## src/rtl/mini68k_exc_sequencer_if.sv

```systemverilog
// Mini68k exception sequencer memory bus: 16-bit word transfers
// with a request / acknowledge / error handshake.
interface mini68k_exc_sequencer_if #(
    parameter int ADDR_W = 24
);
    logic              bus_req;
    logic              bus_we;
    logic [ADDR_W-1:0] bus_addr;
    logic [15:0]       bus_wdata;
    logic [15:0]       bus_rdata;
    logic              bus_ack;
    logic              bus_err;

    modport master (
        output bus_req, bus_we, bus_addr, bus_wdata,
        input  bus_rdata, bus_ack, bus_err
    );

    modport slave (
        input  bus_req, bus_we, bus_addr, bus_wdata,
        output bus_rdata, bus_ack, bus_err
    );
endinterface

```

## src/rtl/mini68k_exc_sequencer.sv

```systemverilog
// Mini68k exception sequencer: stacks PC/SR, fetches the vector, loads PC/SR/SSP.
// MINI68K_EXC_TIMEOUT_EN adds a per-transfer timeout that halts like a bus error.
module mini68k_exc_sequencer #(
    parameter int ADDR_W = 24
`ifdef MINI68K_EXC_TIMEOUT_EN
    ,
    parameter int BUS_TIMEOUT = 255
`endif
) (
    input  logic        clk,
    input  logic        rst_n,
    input  logic        exception_req,
    input  logic [7:0]  vector_num,
    input  logic        enter_supervisor,
    output logic        exception_ack,
    input  logic [31:0] cur_pc,
    input  logic [15:0] cur_sr,
    input  logic [31:0] cur_ssp,
    mini68k_exc_sequencer_if.master bus,
    output logic        pc_load,
    output logic [31:0] pc_new,
    output logic        sr_load,
    output logic [15:0] sr_new,
    output logic        ssp_load,
    output logic [31:0] ssp_new,
    output logic        busy,
    output logic        halted
);
    localparam logic [3:0] IDLE     = 4'd0;
    localparam logic [3:0] SNAP     = 4'd1;
    localparam logic [3:0] PUSH_PCL = 4'd2;
    localparam logic [3:0] PUSH_PCH = 4'd3;
    localparam logic [3:0] PUSH_SR  = 4'd4;
    localparam logic [3:0] FETCH_VH = 4'd5;
    localparam logic [3:0] FETCH_VL = 4'd6;
    localparam logic [3:0] LOAD     = 4'd7;
    localparam logic [3:0] ACK      = 4'd8;
    localparam logic [3:0] HALT     = 4'd9;

    logic [3:0]  state;
    logic [3:0]  state_n;
    logic [7:0]  vec_q;
    logic [31:0] pc_q;
    logic [15:0] sr_q;
    logic [31:0] ssp_q;
    logic [15:0] sr_calc;
    logic [31:0] va;
    logic        fault;
    logic        done;

    assign va = {22'd0, vec_q, 2'b00};

`ifdef MINI68K_EXC_TIMEOUT_EN
    logic [15:0] tcnt;

    // Counts stalled cycles of the current transfer; cleared once it completes.
    always_ff @(posedge clk or negedge rst_n) begin
        if (!rst_n) begin
            tcnt <= '0;
        end else if (!bus.bus_req || bus.bus_ack) begin
            tcnt <= '0;
        end else begin
            tcnt <= tcnt + 16'd1;
        end
    end

    assign fault = bus.bus_req &&
                   (bus.bus_err ||
                    (!bus.bus_ack && tcnt >= 16'(BUS_TIMEOUT - 1)));
`else
    assign fault = bus.bus_req && bus.bus_err;
`endif

    assign done = bus.bus_req && bus.bus_ack && !fault;

    always_comb begin
        sr_calc     = cur_sr;
        sr_calc[15] = 1'b0;
        sr_calc[13] = cur_sr[13] | enter_supervisor;
        if (vector_num >= 8'd25 && vector_num <= 8'd31) begin
            sr_calc[10:8] = 3'(vector_num - 8'd24);
        end
    end

    always_comb begin
        state_n = state;
        case (state)
            IDLE:     if (exception_req) state_n = SNAP;
            SNAP:     state_n = PUSH_PCL;
            PUSH_PCL, PUSH_PCH, PUSH_SR, FETCH_VH, FETCH_VL: begin
                if (fault) begin
                    state_n = HALT;
                end else if (bus.bus_ack) begin
                    state_n = state + 4'd1;
                end
            end
            LOAD:     state_n = ACK;
            ACK:      state_n = IDLE;
            HALT:     state_n = HALT;
            default:  state_n = IDLE;
        endcase
    end

    always_comb begin
        bus.bus_req   = 1'b0;
        bus.bus_we    = 1'b0;
        bus.bus_addr  = '0;
        bus.bus_wdata = '0;
        case (state)
            PUSH_PCL: begin
                bus.bus_req   = 1'b1;
                bus.bus_we    = 1'b1;
                bus.bus_addr  = ADDR_W'(ssp_q - 32'd2);
                bus.bus_wdata = pc_q[15:0];
            end
            PUSH_PCH: begin
                bus.bus_req   = 1'b1;
                bus.bus_we    = 1'b1;
                bus.bus_addr  = ADDR_W'(ssp_q - 32'd4);
                bus.bus_wdata = pc_q[31:16];
            end
            PUSH_SR: begin
                bus.bus_req   = 1'b1;
                bus.bus_we    = 1'b1;
                bus.bus_addr  = ADDR_W'(ssp_q - 32'd6);
                bus.bus_wdata = sr_q;
            end
            FETCH_VH: begin
                bus.bus_req  = 1'b1;
                bus.bus_addr = ADDR_W'(va);
            end
            FETCH_VL: begin
                bus.bus_req  = 1'b1;
                bus.bus_addr = ADDR_W'(va + 32'd2);
            end
            default: ;
        endcase
    end

    always_ff @(posedge clk or negedge rst_n) begin
        if (!rst_n) begin
            state   <= IDLE;
            vec_q   <= '0;
            pc_q    <= '0;
            sr_q    <= '0;
            ssp_q   <= '0;
            sr_new  <= '0;
            ssp_new <= '0;
            pc_new  <= '0;
        end else begin
            state <= state_n;
            if (state == SNAP) begin
                vec_q   <= vector_num;
                pc_q    <= cur_pc;
                sr_q    <= cur_sr;
                ssp_q   <= cur_ssp;
                sr_new  <= sr_calc;
                ssp_new <= cur_ssp - 32'd6;
            end
            if (state == FETCH_VH && done) pc_new[31:16] <= bus.bus_rdata;
            if (state == FETCH_VL && done) pc_new[15:0] <= bus.bus_rdata;
        end
    end

    assign pc_load       = (state == LOAD);
    assign sr_load       = (state == LOAD);
    assign ssp_load      = (state == LOAD);
    assign exception_ack = (state == ACK);
    assign halted        = (state == HALT);
    assign busy          = (state != IDLE);
endmodule

```

## src/flat_wrapper.sv

```systemverilog
// flat-port wrapper written by rule: the top's interface ports become plain ports
module mini68k_exc_sequencer_flat 
#(
    parameter int ADDR_W = 24

)
  (clk, rst_n, exception_req, vector_num, enter_supervisor, exception_ack, cur_pc, cur_sr, cur_ssp, pc_load, pc_new, sr_load, sr_new, ssp_load, ssp_new, busy, halted, bus_bus_req, bus_bus_we, bus_bus_addr, bus_bus_wdata, bus_bus_rdata, bus_bus_ack, bus_bus_err);
  mini68k_exc_sequencer_if #(.ADDR_W(ADDR_W)) bus_i ();
  input  logic clk;
  input  logic rst_n;
  input  logic exception_req;
  input  logic [7:0] vector_num;
  input  logic enter_supervisor;
  output logic exception_ack;
  input  logic [31:0] cur_pc;
  input  logic [15:0] cur_sr;
  input  logic [31:0] cur_ssp;
  output logic pc_load;
  output logic [31:0] pc_new;
  output logic sr_load;
  output logic [15:0] sr_new;
  output logic ssp_load;
  output logic [31:0] ssp_new;
  output logic busy;
  output logic halted;
  output wire logic [$bits(bus_i.bus_req)-1:0] bus_bus_req;
  output wire logic [$bits(bus_i.bus_we)-1:0] bus_bus_we;
  output wire logic [$bits(bus_i.bus_addr)-1:0] bus_bus_addr;
  output wire logic [$bits(bus_i.bus_wdata)-1:0] bus_bus_wdata;
  input wire logic [$bits(bus_i.bus_rdata)-1:0] bus_bus_rdata;
  input wire logic [$bits(bus_i.bus_ack)-1:0] bus_bus_ack;
  input wire logic [$bits(bus_i.bus_err)-1:0] bus_bus_err;
  assign bus_bus_req = bus_i.bus_req;
  assign bus_bus_we = bus_i.bus_we;
  assign bus_bus_addr = bus_i.bus_addr;
  assign bus_bus_wdata = bus_i.bus_wdata;
  assign bus_i.bus_rdata = bus_bus_rdata;
  assign bus_i.bus_ack = bus_bus_ack;
  assign bus_i.bus_err = bus_bus_err;
  mini68k_exc_sequencer #(.ADDR_W(ADDR_W)) u_core (.clk(clk), .rst_n(rst_n), .exception_req(exception_req), .vector_num(vector_num), .enter_supervisor(enter_supervisor), .exception_ack(exception_ack), .cur_pc(cur_pc), .cur_sr(cur_sr), .cur_ssp(cur_ssp), .bus(bus_i), .pc_load(pc_load), .pc_new(pc_new), .sr_load(sr_load), .sr_new(sr_new), .ssp_load(ssp_load), .ssp_new(ssp_new), .busy(busy), .halted(halted));
endmodule
```

## config.mk

```make
export PLATFORM = sky130hd
export DESIGN_NAME = mini68k_exc_sequencer_flat
export DESIGN_NICKNAME = d
export VERILOG_FILES = /design/src/rtl/mini68k_exc_sequencer_if.sv /design/src/rtl/mini68k_exc_sequencer.sv /design/src/flat_wrapper.sv
export SDC_FILE = /design/constraint.sdc
export NUM_CORES = 1
export LEC_CHECK = 0
export CAP_MARGIN = 40
export CORE_MARGIN = 5
export CORE_UTILIZATION = 47
export DETAILED_ROUTE_END_ITERATION = 7
export PLACE_DENSITY = 0.81
export SLEW_MARGIN = 20
export SYNTH_ARGS = -nofsm -noshare
export SYNTH_HDL_FRONTEND = slang
export SYNTH_SLANG_ARGS = --single-unit
```

## constraint.sdc

```tcl
create_clock -name clk -period 5 [get_ports clk]
set_clock_uncertainty 0.2 [all_clocks]
set_input_delay 1 -clock clk [delete_from_list [all_inputs] [get_ports clk]]
set_output_delay 1 -clock clk [all_outputs]
set_load 0.02 [all_outputs]
```

==> reports/qor.txt, run 1 <==
Status = complete, no violations
Comb pwr share = 0.474
Ranking of synthesized cells by area = dfrtp_1, nand2_1, mux2_2
Post-Route Setup TNS = 0 ns
Die height = 138 um
Post-synth EDFFs = 0
Crit start category = register
Largest net degree at the start of global routing = 80
Critical path buffers and inverters = 3
Busiest grt layer = met2
Vias = 7119
Switching Share = 0.425
Die width = 138 um
Yosys top cell by area = dfrtp_1
Drt total wl = 23200 um
Post-CTS setup buffer count = 0
HPWL Detailed = 17100 um
Max-slew headroom = 0.492
GR Layer Usage met1 = 0.337
Worst path cell trace = inv_1, ha_2, and2_1, inv_1, fa_1, or3_1, o32ai_1, nand2_1, nor2_1, a221o_1, clkdlybuf4s50_1
Crit end category = output pin
Maxcap violations = 0
Worst-path clk slew = 0.06 ns
TritonCTS clock tree = yes
Initial antenna violation count = 0
Buffers on Ports = 236
Final-stage net count = 1205
Switching pwr = 2780 uW
Seq/Total Area, Yosys = 0.493
Detailed Routing Iterations Pass 1 = 4
Wire per inst = 17.6 um
Syn Area/Cell = 8.73 um^2
Fin cells = 1315
Die area = 0.0190 mm^2
DRC violations left = 0
Sequential Power Share = 0.332
RSZ-0062 raised after global routing = no
Ant diodes = 0
Post-Syn Instances = 878
Worst Hold Class = in -> async
Met3 GRT Util = 0.0584
Pleak = 0.00487 uW
Post-cts hold buffer count = 0
Max VDD drop = 0.000321 V
Setup CP Type = reg -> out
Delay-heaviest family, CP = simple AND/OR/NAND/NOR gates
Fin crit share = 0.962
Synth unique cells = 56
Worst reg2reg startpoint = u_core.state[1]$_DFFE_PN0P_
Top_reg_cell synth = dfrtp_1
Synth Cell Area = 0.00766 mm^2
Fmax = 208 MHz
Most frequent cells in the layout = nand2_1, clkdlybuf4s50_1, dfrtp_1
Worst hold slack = 0.234 ns
Commonest non-fill, non-tap cell in the layout = nand2_1
Total CTS buffers = 17
Clk sinks = 151
Util after Layout = 0.675
Crit Path Max Fanout = 7
Cell Int Power = 3770 uW
Worst-Margin Slew = 0.762 ns
Post-layout min period = 4.81 ns
Total track usage = 0.247
First-pass GRT wire length = 36500 um
Hold Violations, Final = 0
Slew Limit Fails = 0
Starting DRT DRC Count = 478
Placed cells = 1283
Initial Util = 0.481
Synthesized flop and latch total = 151
CTS root buffer = clkbuf_16
Io pins = 238
CTS max path bufs = 2
Clock latency at the later pin of the worst-skew pair = 0.41 ns
Final setup vio count = 0
Core ar. = 0.0159 mm^2
Async SR Flop Fraction = 1.00
Net Count, Synth = 996
Crit-path max cell delay = 0.61 ns
Slowest cell on crit path = clkdlybuf4s50_1
CP Launch Point = u_core.state[0]$_DFFE_PN0P_
Layout cell share with drive strength beyond 1 = 0.0883
Vias per inst = 5.41
Total power per unit cell area = 608 mW/mm^2
Antenna viol nets, final = 0
Num rows = 46
GP Congestion = 0.915
Required time worst endpoint = 3.80 ns
Pwr Total = 6550 uW
Area Overhead vs Synth = 40.5%
Crit path top cell by count = inv_1
Synth warn = 0
Area share of the largest cell type after synthesis = 0.493
M2 GR Usage = 0.388
H-tree Lvls = 4
Grt ovf = 0
Clock power share = 0.194
Vias in the first global route = 6935
Worst path arrival time = 3.61 ns
-- cells by family (layout without fill, tap and decap cells) --
kind of cell             after synthesis  after routing  share of synthesized area
XOR/XNOR                              29             29                     0.0331
AND/OR/NAND/NOR                      449            449                      0.250
flip-flops                           151            151                      0.493
AO/OA/AOI/OAI                        136            136                      0.115
adder cells (fa/ha/maj)                8              8                     0.0140
buffers and inverters                 68            289                     0.0415
other                                  1              1                   0.000489
multiplexers                          36             36                     0.0522
-- power groups by stage --
stage / combinational [uW] / sequential [uW] / clock [uW]
after CTS: 3130 / 2170 / 1300
final: 3110 / 2180 / 1270
after global routing: 3410 / 2250 / 1350
after detailed placement: 3110 / 2180 / 0
after global placement: 3040 / 2160 / 0
after floorplan: 1740 / 2210 / 0
-- stage by stage --
step                cell area, um^2  setup slack (ns)
floorplan                      7660             0.171
global placement              10100             0.482
detailed placement            10200             0.377
CTS                           10700            0.0228
global route                  10800           0.00522
finish                        10800             0.190
-- registers in the layout (all words and copies together), names as in the netlist --
register / cells
u_core.sr_q: 16
u_core.ssp_new: 31
u_core.pc_q: 32
u_core.ssp_q: 24
u_core.state: 4
u_core.pc_new: 32
u_core.vec_q: 8
u_core.sr_new: 4
-- routing by layer --
| metal | share of wire | wire (um) |
|---|---|---|
| met3 | 0.072 | 1680 |
| met4 | 0.023 | 533 |
| met2 | 0.48 | 11200 |
| met1 | 0.42 | 9790 |
| met5 | 0 | 0 |
-- worst reg2reg max path: stages (launching register included) --
cell	delay [ns]
dfrtp_1	0.41
inv_1	0.08
ha_1	0.27
or3b_2	0.49
a21oi_1	0.24
nor3_1	0.12
nand4_1	0.37
buf_6	0.23
mux2_2	0.35
-- what timing repair did --
| item | 4_1_cts | 5_1_grt |
|---|---|---|
| resized for setup | 4 | 5 |
| endpoints found under the hold margin | 0 | 0 |
| setup endpoints to repair | 4 | 7 |
-- final timing paths --
path,end,slack (ns),depth (start not counted)
setup / recovery,bus_bus_addr[7],0.19,11
hold / removal,u_core.ssp_new[27]$_DFFE_PN0P_,0.23,1
setup reg to reg,u_core.pc_new[23]$_DFFE_PN0P_,2.13,8
hold reg to reg,u_core.pc_q[10]$_DFFE_PN0P_,0.27,2
max in group asynchronous,u_core.pc_q[16]$_DFFE_PN0P_,3.29,3
min in group clk,u_core.pc_q[10]$_DFFE_PN0P_,0.27,2
-- layout make-up --
| type | instances | area [um^2] |
|---|---|---|
| tap | 216 | 270 |
| fill | 1312 | 5170 |
| timing repair buffer | 253 | 2530 |
| clock buffer | 18 | 439 |
| inverter | 5 | 18.8 |
| clock inverter | 13 | 146 |
| sequential | 151 | 3780 |
| multi-input combinational | 659 | 3590 |
-- synthesized netlist by cell type (6+ instances only) --
library cell	n
a22oi_1	21
xor2_1	7
or3_1	8
nand3_1	7
nor2_1	34
o21ai_0	48
o311ai_0	6
a21oi_1	20
buf_4	15
nor3_1	17
nand2_1	330
ha_1	7
and2_1	8
nor4_1	13
o211ai_1	10
mux2_2	32
clkbuf_1	42
dfrtp_1	151
xnor2_1	22
(Power assumes the default switching activity.)
==> inputs of run 2 (changes only) <==
--- a/config.mk
+++ b/config.mk
@@ -7,9 +7,10 @@
 export LEC_CHECK = 0
 export CAP_MARGIN = 40
 export CORE_MARGIN = 5
-export CORE_UTILIZATION = 47
+export CORE_UTILIZATION = 55
 export DETAILED_ROUTE_END_ITERATION = 7
-export PLACE_DENSITY = 0.81
+export DONT_BUFFER_PORTS = 1
+export PLACE_DENSITY = 0.7
 export SLEW_MARGIN = 20
 export SYNTH_ARGS = -nofsm -noshare
 export SYNTH_HDL_FRONTEND = slang
==> run 2 against run 1 <==
  * Largest cell class unchanged
  * Routed wire length down 9.4%
  * Utilization fell by 6.5 points
  * Sequential share of layout area increased by 9.9 points
  * Count of clock-buffer cells in the layout is 3 higher
  * Worst setup slack better by 0.16 ns
  * Via count fell by 12%
  * Non-clock buffer count shrank 233
  * Largest power group is now registers
  * Combinational power decreased by 34%
  * Total power is 11% lower
  * Sequential cell count did not move
  * Design area decreased by 22%
  * Clock power hardly changed
  * Highest routed layer unchanged
==> reports/qor.txt, run 2 (synthesized netlist as in run 1, its figures left out) <==
Initial antenna violation count = 0 (unchanged)
HPWL Detailed = 15500 um (was 17100 um)
Pleak = 0.00397 uW (was 0.00487 uW)
Total power per unit cell area = 692 mW/mm^2 (was 608 mW/mm^2)
CTS root buffer = clkbuf_16 (unchanged)
Final-stage net count = 972 (was 1205)
Antenna viol nets, final = 0 (unchanged)
Slew Limit Fails = 0 (unchanged)
Largest net degree at the start of global routing = 152 (was 80)
Crit end category = output pin (unchanged)
Clock latency at the later pin of the worst-skew pair = 0.41 ns (about the same)
Commonest non-fill, non-tap cell in the layout = nand2_1 (unchanged)
Final setup vio count = 0 (unchanged)
RSZ-0062 raised after global routing = no (unchanged)
Grt ovf = 0 (unchanged)
Worst path arrival time = 3.45 ns (was 3.61 ns)
Vias = 6299 (was 7119)
Die width = 128 um (was 138 um)
Vias in the first global route = 6134 (was 6935)
Vias per inst = 6.02 (was 5.41)
Max VDD drop = 0.000361 V (was 0.000321 V)
GP Congestion = 0.898 (was 0.915)
Area after DPL = 0.00779 mm^2 (was 0.0102 mm^2)
Fin crit share = 0.930 (was 0.962)
Required time worst endpoint = 3.80 ns (about the same)
Layout cell share with drive strength beyond 1 = 0.109 (was 0.0883)
Switching Share = 0.448 (was 0.425)
Post-cts hold buffer count = 0 (unchanged)
Critical path buffers and inverters = 2 (was 3)
Setup CP Type = reg -> out (unchanged)
PostCTS Resize Cnt = 0 (was 4)
Switching pwr = 2600 uW (was 2780 uW)
Area Overhead vs Synth = 9.61% (was 40.5%)
Io pins = 238 (unchanged)
Worst Hold Class = in -> async (unchanged)
Wire per inst = 20.1 um (was 17.6 um)
Reg2reg end = u_core.pc_new[21]$_DFFE_PN0P_ (was u_core.pc_new[23]$_DFFE_PN0P_)
Num rows = 43 (was 46)
Cell Int Power = 3210 uW (was 3770 uW)
Worst hold slack = 0.0826 ns (was 0.234 ns)
Worst reg2reg startpoint = u_core.state[1]$_DFFE_PN0P_ (unchanged)
Maxcap violations = 0 (unchanged)
Buffers on Ports = 0 (was 236)
Sequential Power Share = 0.425 (was 0.332)
Ant diodes = 0 (unchanged)
Total track usage = 0.255 (was 0.247)
FILL cells = 1206 (was 1312)
CTS max path bufs = 2 (unchanged)
H-tree Lvls = 4 (unchanged)
Core ar. = 0.0138 mm^2 (was 0.0159 mm^2)
Die area = 0.0164 mm^2 (was 0.0190 mm^2)
Comb pwr share = 0.351 (was 0.474)
Starting DRT DRC Count = 523 (was 478)
Detailed Routing Iterations Pass 1 = 5 (was 4)
Delay-heaviest family, CP = simple AND/OR/NAND/NOR gates (unchanged)
Most frequent cells in the layout = nand2_1, dfrtp_1, o21ai_0 (was nand2_1, clkdlybuf4s50_1, dfrtp_1)
Clock power share = 0.223 (was 0.194)
R2R Setup Slk = 2.15 ns (was 2.13 ns)
Drt total wl = 21000 um (was 23200 um)
Crit Path Max Fanout = 12 (was 7)
Status = complete, no violations (unchanged)
Post-CTS setup buffer count = 0 (unchanged)
Worst path cell trace = nor2b_1, and2_1, inv_1, fa_1, or3_1, o32ai_2, nand2_1, o311ai_0, buf_4 (was inv_1, ha_2, and2_1, inv_1, fa_1, or3_1, o32ai_1, nand2_1, nor2_1, a221o_1, clkdlybuf4s50_1)
Max-slew headroom = 0.480 (was 0.492)
Top flop regs = u_core.pc_new (32), u_core.pc_q (32), u_core.ssp_new (31) (unchanged)
Initial Util = 0.557 (was 0.481)
Crit-path max cell delay = 0.51 ns (was 0.61 ns)
Slowest cell on crit path = dfrtp_1 (was clkdlybuf4s50_1)
Clk sinks = 151 (unchanged)
Worst-Margin Slew = 0.780 ns (was 0.762 ns)
TritonCTS clock tree = yes (unchanged)
Die height = 128 um (was 138 um)
Post-Route Setup TNS = 0 ns (unchanged)
Fmax = 215 MHz (was 208 MHz)
DRC violations left = 0 (unchanged)
Crit start category = register (unchanged)
Worst-path clk slew = 0.06 ns (about the same)
First-pass GRT wire length = 33000 um (was 36500 um)
Design area = 0.00840 mm^2 (was 0.0108 mm^2)
Post-layout min period = 4.65 ns (was 4.81 ns)
Reg2reg path depth = 8 (unchanged)
Total CTS buffers = 17 (unchanged)
Hold Violations, Final = 0 (unchanged)
==> run 2: cell types whose count changed in the layout (fill, tap and decap cells not counted), moves of 2 or more <==
cell	change
clkdlybuf4s50_1	-230
dlygate4sd2_1	-4
buf_4	+3
clkbuf_1	+2
clkinv_2	-2
clkinv_4	-2
clkinvlp_4	+2
==> run 2: area by class of cell <==
class / instances / area, um^2 / share of cell area
Sequential cell: 151 / 3780 / 0.450
Multi-Input combinational cell: 659 / 3590 / 0.427
Clock buffer: 21 / 460 / 0.0548
Tap cell: 180 / 225 / 0.0268
Timing Repair Buffer: 20 / 188 / 0.0223
Clock inverter: 10 / 144 / 0.0171
Inverter: 5 / 18.8 / 0.00223
==> run 2: power by group through the flow <==
stage	registers [uW]	clock network [uW]	logic (uW)
floorplan	2210	0	1740
global placement	2470	0	1920
detailed placement	2480	0	2040
CTS	2470	1320	2050
global route	2540	1370	2300
finish	2470	1300	2040
==> run 2: worst register-to-register path: stages, from the launching register on <==
cell and delay, ns:
dfrtp_1 0.41, inv_1 0.09, ha_1 0.30, or3b_2 0.50
a21oi_1 0.29, nor3_1 0.14, nand4_1 0.24, buf_6 0.22
mux2_2 0.36
==> run 2: worst max path at each step <==
stage | start | to | slack, ns | cells after the start
finish | u_core.state[2]$_DFFE_PN0P_ | bus_bus_addr[23] | 0.35 | 9
global placement | u_core.state[3]$_DFFE_PN0P_ | bus_bus_addr[23] | 0.79 | 9
CTS | u_core.state[2]$_DFFE_PN0P_ | bus_bus_addr[23] | 0.21 | 9
floorplan | u_core.state[2]$_DFFE_PN0P_ | bus_bus_addr[15] | 0.17 | 11
detailed placement | u_core.state[2]$_DFFE_PN0P_ | bus_bus_addr[23] | 0.68 | 9
global route | u_core.state[2]$_DFFE_PN0P_ | bus_bus_addr[23] | 0.13 | 9
==> run 2: stage by stage <==
step,utilization,setup WS (ns),total power (uW),std cells
6_report,0.610,0.351,5810,1046
5_1_grt,0.610,0.128,6210,1046
4_1_cts,0.609,0.209,5830,1046
3_5_place_dp,0.566,0.676,4520,1015
3_3_place_gp,0.560,0.795,4390,1010
2_1_floorplan,-,0.171,3950,878
==> run 2: metal layers <==
layer | part of all wire | GRT usage | wire [um]
met5 | 0 | 0 | 0
met3 | 0.10 | 0.0892 | 2140
met4 | 0.016 | 0.0843 | 335
met1 | 0.40 | 0.332 | 8450
met2 | 0.48 | 0.400 | 10100
